==> src/rtl/serial_subtractor.sv <==
// serial_subtractor
//   Bit-serial unsigned subtractor producing diff = a - b (mod 2^WIDTH),
//   one full-subtractor bit per clock, LSB first, with a start/done handshake.
//
// Ports
//   clk     single clock, rising edge
//   rst     synchronous, active-high reset
//   start   request; accepted in IDLE or DONE
//   a, b    minuend / subtrahend, captured on the accepting edge
//   busy    high while bits are being processed
//   done    one-cycle pulse when diff/borrow have just been updated
//   diff    registered result a - b mod 2^WIDTH
//   borrow  registered final borrow, 1 iff a < b (unsigned)
module serial_subtractor #(
  parameter int WIDTH = 8
) (
  input  logic             clk,
  input  logic             rst,
  input  logic             start,
  input  logic [WIDTH-1:0] a,
  input  logic [WIDTH-1:0] b,
  output logic             busy,
  output logic             done,
  output logic [WIDTH-1:0] diff,
  output logic             borrow
);

  localparam int CW = (WIDTH > 2) ? $clog2(WIDTH) : 1;

  typedef enum logic [1:0] {
    IDLE = 2'd0,
    RUN  = 2'd1,
    DONE = 2'd2
  } state_t;

  state_t           state, state_next;
  logic [WIDTH-1:0] a_sr, b_sr, res_sr;
  logic [CW-1:0]    count;
  logic             br_ff;

  // Full-subtractor cell on the current LSBs.
  logic x, y, d, br_next, last_bit;

  assign x        = a_sr[0];
  assign y        = b_sr[0];
  assign d        = x ^ y ^ br_ff;
  assign br_next  = (~x & y) | (~(x ^ y) & br_ff);
  assign last_bit = (count == CW'(WIDTH - 1));

  // State register.
  // NOTE: sequential state uses non-blocking (<=) so every flop samples
  // pre-edge values; blocking here would create order-dependent races.
  always_ff @(posedge clk) begin
    if (rst) state <= IDLE;
    else     state <= state_next;
  end

  // Next-state logic. DONE accepts a new start directly (back-to-back).
  // NOTE: default assignment first so no path leaves state_next unassigned,
  // which would otherwise infer a latch.
  always_comb begin
    state_next = state;
    unique case (state)
      IDLE:    if (start) state_next = RUN;
      RUN:     if (last_bit) state_next = DONE;
      DONE:    state_next = start ? RUN : IDLE;
      default: state_next = IDLE;
    endcase
  end

  // Output decode.
  always_comb begin
    busy = 1'b0;
    done = 1'b0;
    unique case (state)
      RUN:     busy = 1'b1;
      DONE:    done = 1'b1;
      default: ;
    endcase
  end

  // Datapath. Every register here is a handful of flops, so all of them are
  // cleared on reset, which also guarantees an aborted operation leaves no
  // trace in diff/borrow.
  always_ff @(posedge clk) begin
    if (rst) begin
      a_sr   <= '0;
      b_sr   <= '0;
      res_sr <= '0;
      count  <= '0;
      br_ff  <= 1'b0;
      diff   <= '0;
      borrow <= 1'b0;
    end else begin
      unique case (state)
        IDLE, DONE: begin
          if (start) begin
            a_sr  <= a;
            b_sr  <= b;
            count <= '0;
            br_ff <= 1'b0;
          end
        end
        RUN: begin
          a_sr   <= a_sr >> 1;
          b_sr   <= b_sr >> 1;
          // New bit enters at the MSB; after WIDTH shifts bit 0 is at the LSB.
          res_sr <= {d, res_sr[WIDTH-1:1]};
          br_ff  <= br_next;
          count  <= count + 1'b1;
          if (last_bit) begin
            diff   <= {d, res_sr[WIDTH-1:1]};
            borrow <= br_next;
          end
        end
        default: ;
      endcase
    end
  end

endmodule
==> config.mk <==
export PLATFORM = sky130hd
export DESIGN_NAME = serial_subtractor
export DESIGN_NICKNAME = d
export VERILOG_FILES = /design/src/rtl/serial_subtractor.sv
export SDC_FILE = /design/constraint.sdc
export NUM_CORES = 1
export LEC_CHECK = 0
export CORE_UTILIZATION = 45
export DETAILED_ROUTE_END_ITERATION = 10
export PLACE_DENSITY = 0.84
export SYNTH_ARGS = -nofsm -noshare
export SYNTH_HDL_FRONTEND = slang
export SYNTH_SLANG_ARGS = --single-unit
==> constraint.sdc <==
create_clock -name clk -period 1.25 [get_ports clk]
set_input_delay 0.25 -clock clk [delete_from_list [all_inputs] [get_ports clk]]
set_output_delay 0.25 -clock clk [all_outputs]
set_load 0.05 [all_outputs]
* After elaboration in Yosys (flattened, before gate mapping)
Index checks and enable logic that the tools add are counted.
** Word-level totals
- Register bits after elaboration :: 39
- Bits in latches :: 0
- Bits in writable memories :: 0
- ROM bits :: 0
- Input bits :: 19
- Output and inout port bits :: 11
- Memories kept :: 0
** Cells by class
- $add $sub $neg :: 1
- $mul :: 0
- Divide/modulo/power cells :: 0
- Magnitude comparators :: 0
- Eq/ne operators :: 6
- Shift operators :: 0
- Multiplexer cells :: 14
- Bitwise logic cells :: 7
- Reduce and logical (&&, ||, !) cells :: 6
** Operators with widths (count)
- case mux 8 bit (2 select lines) :: 2
- two-way mux 8 bit :: 2
- != test 2 bit, second input constant :: 3
- case mux 2 bit (3 select lines) :: 1
- case mux 3 bit (2 select lines) :: 1
- AND reduction 2 bit :: 3
- two-way mux 1 bit :: 4
- two-way mux 2 bit :: 2
- adder 3 x 1 -> 3 bit, second input constant :: 1
- equality test 3 bit, second input constant :: 1
- two-way mux 3 bit :: 1
- AND 1 bit :: 2
- equality test 2 x 1 -> 1 bit, second input constant :: 1
- equality test 2 bit, second input constant :: 1
- logical NOT 2 bit :: 1
- NOT 1 bit :: 2
- case mux 1 bit (2 select lines) :: 1
- nonzero test 2 bit :: 1
- OR reduction 2 bit :: 1
- XOR 1 bit :: 2
- bitwise OR 1 bit :: 1

* Longest topological paths before layout
- Depth in word-level cells :: 5
- Mapped depth :: 6
- Gate-level depth less buffers :: 5

* Least setup slack after synthesis
Ideal clock, no wire load.
- Kind :: reg2out
- Start point :: register state[1]
- End point :: output done
- Arrival :: 1.023 ns
- Setup slack :: -0.023 ns
- Cell stages (with the launch flop) :: 2
- Cells stage by stage :: dfxtp_1 -> nor2b_1
** On the way
- Cells in the longest elaborated chain, start to end :: 2
** Ends and longest elaborated chain
- start, declared :: line 36 : state_t state, state_next;
- start signal, assigned :: line 55 : else state <= state_next;
- equality test 2 bit :: line 75 : unique case (state)
- two-way mux 1 bit :: line 75
- end, declared :: line 23 : output logic done,
Every way passes these cells.

* Worst setup path in the final report
- Start point :: register state[1]
- End point :: output busy
** On the way
- Cells in the longest elaborated chain, start to end :: 2
** Ends and longest elaborated chain
- equality test 2 x 1 -> 1 bit :: line 75
- two-way mux 1 bit :: line 75
- end, declared :: line 22 : output logic busy,
Every way passes these cells.

==> flow_results.org <==
** Floorplanning
- Core region area :: 3150 µm²
- Y dimension of the die :: 60.8 µm
- The floorplan step set the die width to 60.8 µm.
- Row Count :: 20
- Top Ports :: 30
- Initial cell density of the core :: 49.3%
- The floorplan step defined a die boundary enclosing 3700 µm².

** Timing
- Period minus WS final :: 1290 ps
- Setup repair after global routing could not meet its margin everywhere.
- The number of failing hold endpoints at the final stage is 0.
- Dividing the final minimum period by the clock period gives 103%.
- Max_slew headroom :: 84.1%
- Highest clock rate :: 775 MHz
- Max-slew violation count :: 0
- Hold WS :: 443 ps
- Number of setup violations in the final report :: 2
- In the final timing run, aggregate negative setup slack is -65.7 ps.
- In the post-route analysis, the smallest setup slack over all paths is -40.0 ps.
- Worst-Margin Slew :: 237 ps
- Final Skew :: 13.5 ps

** Route
- For this run, the detailed router's first-pass iteration total came to 4.
- Violation count after the first detailed-routing iteration :: 62
- Antenna-violating nets left :: 0
- Total Routed Length :: 3.67 mm
- Wire length per cell :: 13.7 µm
- DRC :: 0
- Via total after detailed routing :: 1447
- Average vias per placed instance :: 5.42

** Placement
- Placed cells :: 255
- Quantity of I/O buffers inserted on ports :: 29
- The congestion estimate from routability-driven global placement came to 0.704.
- The wire-length estimate of the detail-placed layout is 2.06 mm.
- DP Worst Slack :: -310 ps
- Placement Cell Area :: 2010 µm²

** CTS
- Clock tree buffer depth :: 2
- At the later pin of the worst-skew pair, clock insertion delay measures 350 ps.
- Number of clock buffers inserted by TritonCTS :: 5
- After clock tree synthesis, the clock-pin slew on the worst setup and hold paths is 110 ps.
- Post-CTS Hold Buffers :: 0
- Total clock sinks :: 38
- The tree is rooted in a clkbuf_4.
- CTS tree :: built
- The H-tree generated during clock tree synthesis spans 2 levels.

** Synth
- Post-synth top cells :: 54 x nand2_1, 38 x dfxtp_1, 21 x a21oi_1
- Most area-hungry cell type in the Yosys netlist :: dfxtp_1
- Post-synthesis sequential area ratio :: 48.9%
- Summing every instance area after synthesis gives 1560 µm².
- The most used flip-flop cell after synthesis is dfxtp_1.
- Gate Count Post-Synth :: 189
- In this run, synthesis produced a sequential element count of 38.
- Mean instance size in the synthesized netlist :: 8.23 µm²
- Of all flip-flops after synthesis, the portion carrying an async set or reset was 0%.
- The synthesized design devotes to its leading area cell type 48.9% of total area.
- Main area contributors after synthesis :: dfxtp_1 49%, nand2_1 13%, a311oi_1 7.9%, a21oi_1 6.8%, nand3_1 4.5%
- Number of enable flip-flop cells after synthesis :: 0
- In the post-synthesis netlist, the cell with the most instances is nand2_1.
- Warnings, synthesis :: 0
- The number of nets handed over by synthesis was 211.
- Number of library cell types mapped by synthesis :: 21

** Setup path
- Critical path startpoint category :: register
- Setup crit end kind :: output pin
- For the worst setup path, the data required time is 1000 ps.
- By startpoint and endpoint, the worst setup path is classified as reg2out.
- Data arrives at the worst endpoint at 1040 ps.
- CP Max Fanout :: 3

** Finish
- Share of final-layout standard cells stronger than drive strength 1 :: 22.4%
- The number of antenna diodes in the final layout is 0.
- Fillers :: 259
- Number of non-filler instances in the completed layout :: 267
- The final layout contains 246 nets.
- The finished cells cover 2210 µm².
- Cells fill 70.0% of the core in the end.
- The area growth from synthesis to layout is 41.9%.

** Run
- Across the run, the number of max-cap violations was 0.

** Global route
- Summed over all layers, the global routing overflow is 0.
- Entering global routing, the biggest net connects 43 pins.
- The first global-routing pass estimated 5.34 mm of wire.
- Via count of the first global-routing pass :: 1286
- The number of antenna violations at the first check in global routing came to 0.
- For this run, the total global-route usage over all layers was measured as 20.0%.

** Power
- Peak ir drop on the vdd network :: 0.000756 V
- Lkg Pwr :: 0.798 nW
- Power spread over the standard cell area amounts to 1060 nW/µm².
- Overall power consumption :: 2.33 mW

** Outcome
- The flow ran to the end, but the final reports show violations.
- The final reports fail on setup timing.

** Hold path
- The path class of the tightest hold or removal check is in2reg.
-- state kept, by name, summed over array words and instances (netlist names) --
name    flops
b_sr        8
count       3
a_sr        8
state       2
res_sr      7
br_ff       1
borrow      1
diff        8
-- critical path: stages, from the launching register on --
cell and delay (ps):
dfxtp_2 350, nand2b_4 140, clkinv_4 60, buf_8 140
-- layer usage --
layer	global-route usage (%)	share of wire, %
met1	22.6	42
met2	33.8	51
met3	7.25	5.0
met4	9.42	1.6
met5	0	0
-- cells in the final DEF, fill, tap and decap left out, drive strengths merged, types with 4 or more instances in the layout --
cell	n
a21oi	22
nand2	54
clkbuf	7
dfxtp	38
nand2b	4
clkdlybuf4s50	18
nor2	16
buf	25
a311oi	15
nand3	14
-- power by group --
part           total, mW  internal (mW)  switching [mW]
combinational      0.383          0.186           0.197
sequential          1.31           1.27          0.0370
clock              0.637          0.254           0.383
total               2.33           1.71           0.618
-- kinds of logic after synthesis --
logic type,share of synthesized area [%]
AND/OR/NAND/NOR,24.3
buffers and inverters,7.24
flip-flops,48.9
AO/OA/AOI/OAI,16.7
adder cells (fa/ha/maj),2.90
-- final cells by class --
cell class	instances	area, µm²	share of cell area (%)
Multi-Input combinational cell	132	743	33.7
Inverter	3	16.3	0.737
Tap cell	44	55.1	2.49
Timing Repair Buffer	44	574	26.0
Sequential cell	38	767	34.8
Clock buffer	6	51.3	2.32
-- final timing paths --
path	startpoint	to	slack, ps	depth (start not counted)
hold reg to reg	res_sr[4]	res_sr[3]	470	2
hold / removal	b[7]	b_sr[7]	440	3
setup / recovery	state[1]	busy	-40	3
setup reg to reg	b_sr[0]	diff[7]	30	4
-- timing repair --
action / 4_1_cts / 5_1_grt
endpoints found under the setup margin: 9 / 17
gates resized for setup: 10 / 14
pin swaps: 0 / 7
setup buffers: 3 / 1
gates cloned: 1 / 1
Power figures use the tool's default switching activity.
